[src/rtl/decode_issue_if.sv]
// Decode/issue stage bus: fetch handshake, flush/stall controls, writeback
// port and the registered operand bundle handed to the execute stage.
interface decode_issue_if;
  logic        fetch_valid;
  logic [31:0] fetch_instr;
  logic [31:0] fetch_pc;
  logic        fetch_ready;
  logic        redirect;
  logic        uart_state;
  logic [31:0] ew_d;
  logic [1:0]  ew_rw;
  logic [4:0]  ew_rd;
  logic [31:0] pc;
  logic [5:0]  instr;
  logic [1:0]  op_type;
  logic [31:0] de_s;
  logic [5:0]  de_rs;
  logic [31:0] de_t;
  logic [5:0]  de_rt;
  logic [31:0] imm;
  logic        branch;
  logic        jump;
  logic        is_jr;
  logic        start;

  modport master (
    output fetch_valid, fetch_instr, fetch_pc, redirect, uart_state,
           ew_d, ew_rw, ew_rd,
    input  fetch_ready, pc, instr, op_type, de_s, de_rs, de_t, de_rt,
           imm, branch, jump, is_jr, start
  );

  modport slave (
    input  fetch_valid, fetch_instr, fetch_pc, redirect, uart_state,
           ew_d, ew_rw, ew_rd,
    output fetch_ready, pc, instr, op_type, de_s, de_rs, de_t, de_rt,
           imm, branch, jump, is_jr, start
  );
endinterface

[src/rtl/decode_issue.sv]
// Decode/issue stage: integer and float register files with write-through,
// instruction decode, and an issue FSM handling downstream stalls, load bubbles and flushes.
module decode_issue #(
  parameter int unsigned BUBBLE_LW = 1
) (
  input logic           clk,
  input logic           rst,
  decode_issue_if.slave bus
);
  localparam logic [5:0] OP_J    = 6'h02;
  localparam logic [5:0] OP_JAL  = 6'h03;
  localparam logic [5:0] OP_BEQ  = 6'h04;
  localparam logic [5:0] OP_BNE  = 6'h05;
  localparam logic [5:0] OP_BLEZ = 6'h06;
  localparam logic [5:0] OP_BGTZ = 6'h07;
  localparam logic [5:0] OP_ANDI = 6'h0C;
  localparam logic [5:0] OP_ORI  = 6'h0D;
  localparam logic [5:0] OP_XORI = 6'h0E;
  localparam logic [5:0] OP_FPU  = 6'h11;
  localparam logic [5:0] OP_LW   = 6'h23;
  localparam logic [5:0] OP_LW_S = 6'h31;
  localparam logic [5:0] FN_JR   = 6'h08;

  typedef enum logic [1:0] {IDLE, ISSUE, HOLD, BUBBLE} state_e;

  typedef struct packed {
    logic [31:0] pc;
    logic [5:0]  instr;
    logic [1:0]  op_type;
    logic [31:0] de_s;
    logic [5:0]  de_rs;
    logic [31:0] de_t;
    logic [5:0]  de_rt;
    logic [31:0] imm;
    logic        branch;
    logic        jump;
    logic        is_jr;
    logic        start;
  } issue_t;

  state_e      state_q, state_d;
  logic [1:0]  cnt_q, cnt_d;
  logic        load_q, load_d;
  issue_t      out_q, out_d;
  issue_t      dec;
  logic        dec_is_load;
  logic        accept;
  logic [31:0] ireg_q [32];
  logic [31:0] ireg_d [32];
  logic [31:0] freg_q [32];
  logic [31:0] freg_d [32];

  // Integer r0 is hardwired to zero; a write landing this cycle is forwarded.
  function automatic logic [31:0] read_rf(
    input logic        use_f,
    input logic [4:0]  idx,
    input logic [1:0]  rw,
    input logic [4:0]  rd,
    input logic [31:0] d,
    input logic [31:0] ival,
    input logic [31:0] fval
  );
    if (use_f)
      return (rw == 2'b10 && rd == idx) ? d : fval;
    else if (idx == 5'd0)
      return '0;
    else
      return (rw == 2'b01 && rd == idx) ? d : ival;
  endfunction

  always_comb begin
    ireg_d = ireg_q;
    freg_d = freg_q;
    if (bus.ew_rw == 2'b01 && bus.ew_rd != 5'd0) ireg_d[bus.ew_rd] = bus.ew_d;
    if (bus.ew_rw == 2'b10)                      freg_d[bus.ew_rd] = bus.ew_d;
  end

  always_comb begin
    logic [5:0] op;
    logic [5:0] funct;
    logic       is_r;
    logic       is_f;
    // NOTE: every signal gets a default before any branch so no latch is inferred.
    op          = bus.fetch_instr[31:26];
    funct       = bus.fetch_instr[5:0];
    is_r        = (op == 6'h00);
    is_f        = (op == OP_FPU);
    dec         = '0;
    dec.pc      = bus.fetch_pc;
    dec.op_type = is_r ? 2'b01 : (is_f ? 2'b10 : 2'b00);
    dec.instr   = (is_r || is_f) ? funct : op;
    dec.de_rs   = {is_f, bus.fetch_instr[25:21]};
    dec.de_rt   = {is_f, bus.fetch_instr[20:16]};
    dec.de_s    = read_rf(is_f, bus.fetch_instr[25:21], bus.ew_rw, bus.ew_rd, bus.ew_d,
                          ireg_q[bus.fetch_instr[25:21]], freg_q[bus.fetch_instr[25:21]]);
    dec.de_t    = read_rf(is_f, bus.fetch_instr[20:16], bus.ew_rw, bus.ew_rd, bus.ew_d,
                          ireg_q[bus.fetch_instr[20:16]], freg_q[bus.fetch_instr[20:16]]);
    if (is_r || op inside {OP_ANDI, OP_ORI, OP_XORI})
      dec.imm = {16'h0000, bus.fetch_instr[15:0]};
    else if (op inside {OP_J, OP_JAL})
      dec.imm = {6'h00, bus.fetch_instr[25:0]};
    else
      dec.imm = {{16{bus.fetch_instr[15]}}, bus.fetch_instr[15:0]};
    dec.branch  = op inside {OP_BEQ, OP_BNE, OP_BLEZ, OP_BGTZ};
    dec.jump    = op inside {OP_J, OP_JAL};
    dec.is_jr   = is_r && (funct == FN_JR);
    dec.start   = 1'b1;
    dec_is_load = op inside {OP_LW, OP_LW_S};
  end

  // The issue cycle of a load already counts as the first bubble cycle.
  assign bus.fetch_ready = !rst && !bus.uart_state && !bus.redirect && (state_q != BUBBLE)
                        && !(state_q == ISSUE && load_q && (BUBBLE_LW > 0));
  assign accept = bus.fetch_valid && bus.fetch_ready;

  always_comb begin
    state_d     = state_q;
    cnt_d       = cnt_q;
    load_d      = load_q;
    out_d       = out_q;
    out_d.start = 1'b0;
    if (bus.redirect) begin
      state_d      = IDLE;
      cnt_d        = '0;
      load_d       = 1'b0;
      out_d.branch = 1'b0;
      out_d.jump   = 1'b0;
      out_d.is_jr  = 1'b0;
    end else if (accept) begin
      out_d   = dec;
      state_d = ISSUE;
      load_d  = dec_is_load;
      cnt_d   = '0;
    end else begin
      unique case (state_q)
        ISSUE: begin
          if (bus.uart_state) begin
            state_d = HOLD;
          end else if (load_q && BUBBLE_LW > 1) begin
            state_d = BUBBLE;
            cnt_d   = 2'(BUBBLE_LW - 1);
          end else begin
            state_d = IDLE;
          end
        end
        HOLD:   if (!bus.uart_state) state_d = IDLE;
        BUBBLE: begin
          if (cnt_q <= 2'd1) begin
            state_d = IDLE;
            cnt_d   = '0;
          end else begin
            cnt_d = cnt_q - 2'd1;
          end
        end
        default: state_d = IDLE;
      endcase
    end
  end

  always_ff @(posedge clk or posedge rst) begin
    if (rst) begin
      state_q <= IDLE;
      cnt_q   <= '0;
      load_q  <= 1'b0;
      out_q   <= '0;
      // NOTE: the register files are cleared by reset, so they map to flops rather than RAM.
      for (int i = 0; i < 32; i++) begin
        ireg_q[i] <= '0;
        freg_q[i] <= '0;
      end
    end else begin
      // NOTE: non-blocking assignments keep every flop sampling pre-edge values.
      state_q <= state_d;
      cnt_q   <= cnt_d;
      load_q  <= load_d;
      out_q   <= out_d;
      ireg_q  <= ireg_d;
      freg_q  <= freg_d;
    end
  end

  assign bus.pc      = out_q.pc;
  assign bus.instr   = out_q.instr;
  assign bus.op_type = out_q.op_type;
  assign bus.de_s    = out_q.de_s;
  assign bus.de_rs   = out_q.de_rs;
  assign bus.de_t    = out_q.de_t;
  assign bus.de_rt   = out_q.de_rt;
  assign bus.imm     = out_q.imm;
  assign bus.branch  = out_q.branch;
  assign bus.jump    = out_q.jump;
  assign bus.is_jr   = out_q.is_jr;
  assign bus.start   = out_q.start;
endmodule

[src/flat_wrapper.sv]
// flat-port wrapper written by rule: the top's interface ports become plain ports
module decode_issue_flat 
#(
  parameter int unsigned BUBBLE_LW = 1
)
  (clk, rst, bus_fetch_valid, bus_fetch_instr, bus_fetch_pc, bus_redirect, bus_uart_state, bus_ew_d, bus_ew_rw, bus_ew_rd, bus_fetch_ready, bus_pc, bus_instr, bus_op_type, bus_de_s, bus_de_rs, bus_de_t, bus_de_rt, bus_imm, bus_branch, bus_jump, bus_is_jr, bus_start);
  decode_issue_if bus_i ();
  input logic clk;
  input logic rst;
  input wire logic [$bits(bus_i.fetch_valid)-1:0] bus_fetch_valid;
  input wire logic [$bits(bus_i.fetch_instr)-1:0] bus_fetch_instr;
  input wire logic [$bits(bus_i.fetch_pc)-1:0] bus_fetch_pc;
  input wire logic [$bits(bus_i.redirect)-1:0] bus_redirect;
  input wire logic [$bits(bus_i.uart_state)-1:0] bus_uart_state;
  input wire logic [$bits(bus_i.ew_d)-1:0] bus_ew_d;
  input wire logic [$bits(bus_i.ew_rw)-1:0] bus_ew_rw;
  input wire logic [$bits(bus_i.ew_rd)-1:0] bus_ew_rd;
  output wire logic [$bits(bus_i.fetch_ready)-1:0] bus_fetch_ready;
  output wire logic [$bits(bus_i.pc)-1:0] bus_pc;
  output wire logic [$bits(bus_i.instr)-1:0] bus_instr;
  output wire logic [$bits(bus_i.op_type)-1:0] bus_op_type;
  output wire logic [$bits(bus_i.de_s)-1:0] bus_de_s;
  output wire logic [$bits(bus_i.de_rs)-1:0] bus_de_rs;
  output wire logic [$bits(bus_i.de_t)-1:0] bus_de_t;
  output wire logic [$bits(bus_i.de_rt)-1:0] bus_de_rt;
  output wire logic [$bits(bus_i.imm)-1:0] bus_imm;
  output wire logic [$bits(bus_i.branch)-1:0] bus_branch;
  output wire logic [$bits(bus_i.jump)-1:0] bus_jump;
  output wire logic [$bits(bus_i.is_jr)-1:0] bus_is_jr;
  output wire logic [$bits(bus_i.start)-1:0] bus_start;
  assign bus_i.fetch_valid = bus_fetch_valid;
  assign bus_i.fetch_instr = bus_fetch_instr;
  assign bus_i.fetch_pc = bus_fetch_pc;
  assign bus_i.redirect = bus_redirect;
  assign bus_i.uart_state = bus_uart_state;
  assign bus_i.ew_d = bus_ew_d;
  assign bus_i.ew_rw = bus_ew_rw;
  assign bus_i.ew_rd = bus_ew_rd;
  assign bus_fetch_ready = bus_i.fetch_ready;
  assign bus_pc = bus_i.pc;
  assign bus_instr = bus_i.instr;
  assign bus_op_type = bus_i.op_type;
  assign bus_de_s = bus_i.de_s;
  assign bus_de_rs = bus_i.de_rs;
  assign bus_de_t = bus_i.de_t;
  assign bus_de_rt = bus_i.de_rt;
  assign bus_imm = bus_i.imm;
  assign bus_branch = bus_i.branch;
  assign bus_jump = bus_i.jump;
  assign bus_is_jr = bus_i.is_jr;
  assign bus_start = bus_i.start;
  decode_issue #(.BUBBLE_LW(BUBBLE_LW)) u_core (.clk(clk), .rst(rst), .bus(bus_i));
endmodule
[config.mk]
export PLATFORM = sky130hd
export DESIGN_NAME = decode_issue_flat
export DESIGN_NICKNAME = d
export VERILOG_FILES = /design/src/rtl/decode_issue_if.sv /design/src/rtl/decode_issue.sv /design/src/flat_wrapper.sv
export SDC_FILE = /design/constraint.sdc
export NUM_CORES = 2
export LEC_CHECK = 0
export BUFFER_PORTS_ARGS = -buffer_cell sky130_fd_sc_hd__clkbuf_2
export CORE_MARGIN = 2
export CORE_UTILIZATION = 27
export DETAILED_ROUTE_END_ITERATION = 10
export PLACE_DENSITY = 0.39
export SYNTH_ARGS = -nofsm -noshare
export SYNTH_HDL_FRONTEND = slang
export SYNTH_SLANG_ARGS = --single-unit
export TNS_END_PERCENT = 30
[constraint.sdc]
create_clock -name clk -period 95.7 [get_ports clk]
set_input_delay 4.785 -clock clk [delete_from_list [all_inputs] [get_ports clk]]
set_output_delay 4.785 -clock clk [all_outputs]
set_load 0.02 [all_outputs]
======== After elaboration in Yosys (flattened, before gate mapping) ========
Index checks and enable logic that the tools add are counted.
cells by class
  add/subtract/negate cells ............... 1
  order comparisons ....................... 5
  equal/unequal tests ..................... 23
  mux-type cells .......................... 44
  bitwise logic cells ..................... 4
  reduce and logical (&&, ||, !) cells .... 31
operators with widths
  operator                                                    count
  bitwise mux 1024 bit                                        2
  binary-select mux 32 bit (select 5 bit)                     4
  two-way mux 32 bit                                          19
  demux 32 bit (select 5 bit)                                 1
  == test 6 x 3 -> 1 bit, second input constant               4
  == test 6 x 4 -> 1 bit, second input constant               4
  two-way mux 2 bit                                           11
  greater-or-equal comparator 6 bit, second input constant    3
  inverter 5 -> 6 bit                                         3
  logical AND 1 bit                                           13
  == test 6 x 2 -> 1 bit, second input constant               2
  == test 6 bit, second input constant                        2
  == test 5 bit                                               2
  zero test 5 bit                                             2
  == test 2 bit, second input constant                        3
  == test 6 x 5 -> 1 bit, second input constant               1
  zero test 6 bit                                             1
  less-than comparator 6 x 1 -> 1 bit, second input constant  1
  two-way mux 6 bit                                           1
  case mux 2 bit (3 select lines)                             1
  nonzero test 2 bit                                          3
  nonzero test 3 bit                                          2
  nonzero test 5 bit                                          1
  == test 2 x 1 -> 1 bit, second input constant               2
  other kinds (13)                                            20
storage, ports and cells
  bits in registers ....................... 2,205
  input bits .............................. 108

======== Logic depth before layout (Yosys ltp) ========
  depth after elaboration ................. 8
  gate-level depth with buffers ........... 12
  mapped depth without buffers ............ 7

======== Worst setup path after synthesis ========
No wires, ideal clock.
  path type ............................... input to output
  start point ............................. in bus_redirect
  end point ............................... out bus_fetch_ready
  arrival ................................. 5,561 ps
  required time ........................... 90,915 ps
  slack ................................... 85,354 ps
  stages .................................. 1
  path through ............................ nor4b_1
on the way
  cells in the longest elaborated chain, start to end .. 4
ends and longest elaborated chain
  what                            RTL line             RTL
  start: declaration              flat_wrapper.sv:13   input wire logic [$bits(bus_i.redirect)-1:0] bus_redirect;
  zero test 1 bit                 decode_issue.sv:112  assign bus.fetch_ready = !rst && !bus.uart_state && !bus.redirect && (state_q != BUBBLE)
  logical AND 1 bit (2 in a row)  decode_issue.sv:112
  logical AND 1 bit               decode_issue.sv:113  && !(state_q == ISSUE && load_q && (BUBBLE_LW > 0));
  end: declaration                flat_wrapper.sv:18   output wire logic [$bits(bus_i.fetch_ready)-1:0] bus_fetch_ready;
Every way passes these cells.

======== Worst setup path after layout ========
Same ends and word-level chain as after synthesis.

==> impl_metrics.csv <==
group,metric,value,unit
global_route,first_global_vias,80800,
global_route,grt_max_degree,110,
cts,clock_tree_from_tritoncts,"built",
sta,timing.slew.headroom,4.92,%
synthesis,synth_edf_count,0,
sta,timing.final.crit_period,10.35,ns
routing,detail_route.iter0.violations,7613,
cts,htree_num_levels,5,
layout,final_layout_size_suffix_gt1_share,49.7,%
min_path,worstHoldPathType,"register to register",
die,num_io_pins,261,
routing,detail_route.vias_per_cell,5.69,
synthesis,synth.net_count,8135,
placement,placement.io_buffers,260,
layout,area_growth,14.5,%
power,sequentialPowerShare,42.8,%
synthesis,syn-instance-count,8027,
synthesis,synth-seq-area-share,47.5,%
flow_run,drv.max_cap_violation_count,0,
routing,route.detailed.wl_per_inst,40.2,µm
die,initial_utilization,27.1,%
sta,finalSetupTns,0,ns
global_route,globalRouteTotalUtil,25.4,%
cts,clk_pin_slew,0.06,ns
worst_setup_path,critPathSlowestCell,"nor4b_1",
power,vdd_ir_drop_max,0.0000111,V
placement,place.gp.congestion,0.833,
synthesis,post_synth_instance_area,116000,µm²
worst_setup_path,cpPeakStageDelay,0.39,ns
die,die_x,659,µm
routing,detail_route.wirelength,561,mm
cts,clock_sink_count,2199,
routing,drt_pass1_iterations,11,
global_route,globalRoute.totalOverflow,0,
die,design.die.area,434000,µm²
outcome,run_status,"finished, violations left",
synthesis,average_cell_area_after_synthesis,14.4,µm²
cts,postCtsSetupBuffers,0,
outcome,failed_checks,"design-rule violations",
layout,fin_util,31.0,%
worst_setup_path,critical_path.max_fanout,9,
placement,dp_hpwl,344,mm
global_route,antenna_violations_before_repair,71,
cts,post_cts.resized_instances,0,
synthesis,number_of_unique_standard_cell_types_used_by_synthesis,72,
sta,hold_viol,0,
sta,setup-violations-final,0,
die,die-height,659,µm
synthesis,ys_async_sr_fraction,100,%
worst_setup_path,critical_path_class,"primary input to output pin",
sta,slew_violations,0,
power,clkPwrFrac,40.6,%
worst_setup_path,worst_path_most_repeated_cell,"clkbuf_2",
synthesis,synth_flop_cell,"dfrtp_1",
global_route,first_pass_grt_wire_length,755,mm
power,switchingPower,0.000774,W
worst_setup_path,cp_cell_sequence,"clkbuf_2, nor4b_1, clkbuf_2",
synthesis,yosysWarningCount,0,
worst_setup_path,crit_arrival,5.56,ns
cts,cts_inserted_buffers,279,
sta,rsz0062_at_grt,"no",
sta,worst_clock_skew,0.0412,ns
power,netSwitchingFraction,28.8,%
cts,cts-root-to-sink-buffers,4,
cts,cts-hold-fix-buffers,0,
routing,dr_total_vias,79300,
cts,cts_root_buf,"clkbuf_16",
cts,clock_latency,0.96,ns
power,internal-power,0.00192,W
sta,final_min_period_over_clock_period,10.8,%
sta,worst-slew-pin-transition,1.42,ns
sta,fmax_achieved,96.6,MHz
layout,design.final.nets,8115,
power,p_comb_share,16.6,%
worst_setup_path,setup.worst_path.start_class,"primary input",
worst_setup_path,critPathRequiredTime,90.92,ns
die,core_region_area,427000,µm²
power,total_leakage_power,59.4,nW
routing,antenna_violating_nets_post_route,0,
routing,drc,1,
die,number_of_placement_rows,240,
worst_setup_path,critPathCaptureType,"output pin",
synthesis,number_of_storage_elements_in_the_synthesis_netlist,2199,
power,power-per-cell-area,20.3,nW/µm²
[cell usage after synthesis (all sizes together) (12+ instances only)]
cell type / number / area (µm²)
dfrtp: 2199 / 55000
mux2: 2026 / 22800
mux4: 904 / 20400
buf: 474 / 2790
nand2: 422 / 1580
clkbuf: 406 / 1520
mux2i: 398 / 3980
a22oi: 272 / 2040
nand3: 127 / 636
o21ai: 102 / 510
nor2: 94 / 355
a21oi: 89 / 445
o22ai: 78 / 494
o211ai: 49 / 368
nor3: 35 / 175
o221ai: 34 / 298
nor2b: 23 / 144
nand2b: 22 / 138
nand4: 20 / 125
o2111ai: 20 / 175
a211oi: 16 / 120
a22o: 15 / 131
inv: 14 / 52.6
a32oi: 13 / 114
a31oi: 12 / 75.1
[critical path, delay by kind of cell]
family                 cells  cell delay [ns]
buffers and inverters      2             0.39
and+or+nand+nor            1             0.39
[flip-flops by register name, indices dropped and copies added (netlist names)]
| register | cells |
|---|---|
| u_core.ireg_q | 1024 |
| u_core.bus.op_type | 2 |
| u_core.load_q | 1 |
| u_core.bus.pc | 32 |
| u_core.bus.branch | 1 |
| u_core.cnt_q | 2 |
| u_core.bus.imm | 27 |
| u_core.bus.jump | 1 |
| u_core.freg_q | 1024 |
| u_core.state_q | 2 |
| u_core.bus.is_jr | 1 |
| u_core.bus.de_rs | 5 |
| u_core.bus.de_s | 32 |
| u_core.bus.de_rt | 6 |
| u_core.bus.start | 1 |
| u_core.bus.instr | 6 |
| u_core.bus.de_t | 32 |
[worst paths after layout]
path,startpoint,end,slack (ns),cells after the start
min,u_core.ireg_q[992],u_core.ireg_q[992],0.40,0
min in group asynchronous,rst,u_core.ireg_q[978],4.02,2
max reg2reg,u_core.state_q[1],u_core.bus.de_s[15],91.65,8
min reg2reg,u_core.ireg_q[992],u_core.ireg_q[992],0.40,0
max,bus_redirect,bus_fetch_ready,85.35,3
max in group asynchronous,rst,u_core.freg_q[376],86.13,8
[power groups by stage]
stage          combinational (W)  clock (W)  sequential, W
5_1_grt                 0.000474    0.00115        0.00117
4_1_cts                 0.000449    0.00111        0.00115
6_report                0.000446    0.00109        0.00115
3_5_place_dp            0.000448          0        0.00116
2_1_floorplan           0.000309          0        0.00115
3_3_place_gp            0.000442          0        0.00116
[placed cells by master, fill, tap and decap left out, types with 10 or more instances in the layout]
cell type  Yosys  final
inv_1         14     11
a32oi_1       13     13
o22ai_1       77     77
mux2i_1      398    398
nand3b_1      11     11
a22o_1        15     15
diode_2        0     34
clkbuf_2       0    250
dfrtp_1     2199   2199
a31oi_1       12     12
nor3_1        35     30
buf_4         64    314
o221ai_1      34     34
o2111ai_1     20     20
o21ai_0       97     97
clkbuf_8       0     68
a22oi_1      272    272
clkbuf_16      0    290
a221oi_1      11     11
o211ai_1      49     49
nand2b_1      22     19
nand2_4        0     56
nand2_1      422    364
mux2_2      2026   2026
a211oi_1      16     16
nand3_1      127    121
nand4_1       20     20
nor2_4         0     21
nor2b_4        0     12
nor2b_1       23     10
bufinv_16      0     11
clkbuf_1     406     63
nor2_1        93     68
a21oi_1       89     88
mux4_2       904    904
clkinv_2       0     40
[stage by stage]
step | total power (W) | hold slack [ns] | cell area (µm²) | worst slack (ns) | instances
after floorplan | 0.00146 | 0.441 | 116000 | 28.78 | 8027
after global placement | 0.00160 | 0.377 | 123000 | 85.07 | 13400
after CTS | 0.00271 | 0.396 | 133000 | 85.39 | 13900
after detailed placement | 0.00161 | 0.383 | 123000 | 84.94 | 13400
final | 0.00269 | 0.397 | 133000 | 85.35 | 13900
after global routing | 0.00279 | 0.411 | 133000 | 85.26 | 13900
[logic make-up (layout without fill, tap and decap cells)]
family | after synthesis | count (layout) | synth area share [%]
and+or+nand+nor | 826 | 826 | 3.26
other | 0 | 34 | 0
muxes | 3328 | 3328 | 40.7
xor gates and xnor gates | 12 | 12 | 0.0907
DFF | 2199 | 2199 | 47.5
buffers and inverters | 895 | 1086 | 3.77
AOI/OAI and AO/OA | 767 | 767 | 4.65
[layout make-up]
type / instances / area (µm²)
Clock inverter: 71 / 777
Inverter: 15 / 70.1
Clock buffer: 421 / 8430
Multi-Input combinational cell: 4933 / 57200
Tap cell: 5687 / 7120
Timing Repair Buffer: 579 / 3870
Fill cell: 42200 / 295000
Antenna cell: 34 / 85.1
Sequential cell: 2199 / 55000
[layer usage]
layer / up-vias / routed length (µm) / GRT usage [%]
met2: 3368 / 265000 / 41.0
li1: 30900 / - / -
met1: 44100 / 233000 / 33.1
met3: 901 / 36300 / 4.88
met5: - / 89 / 0
met4: 14 / 26700 / 11.0
(Power assumes the default switching activity.)
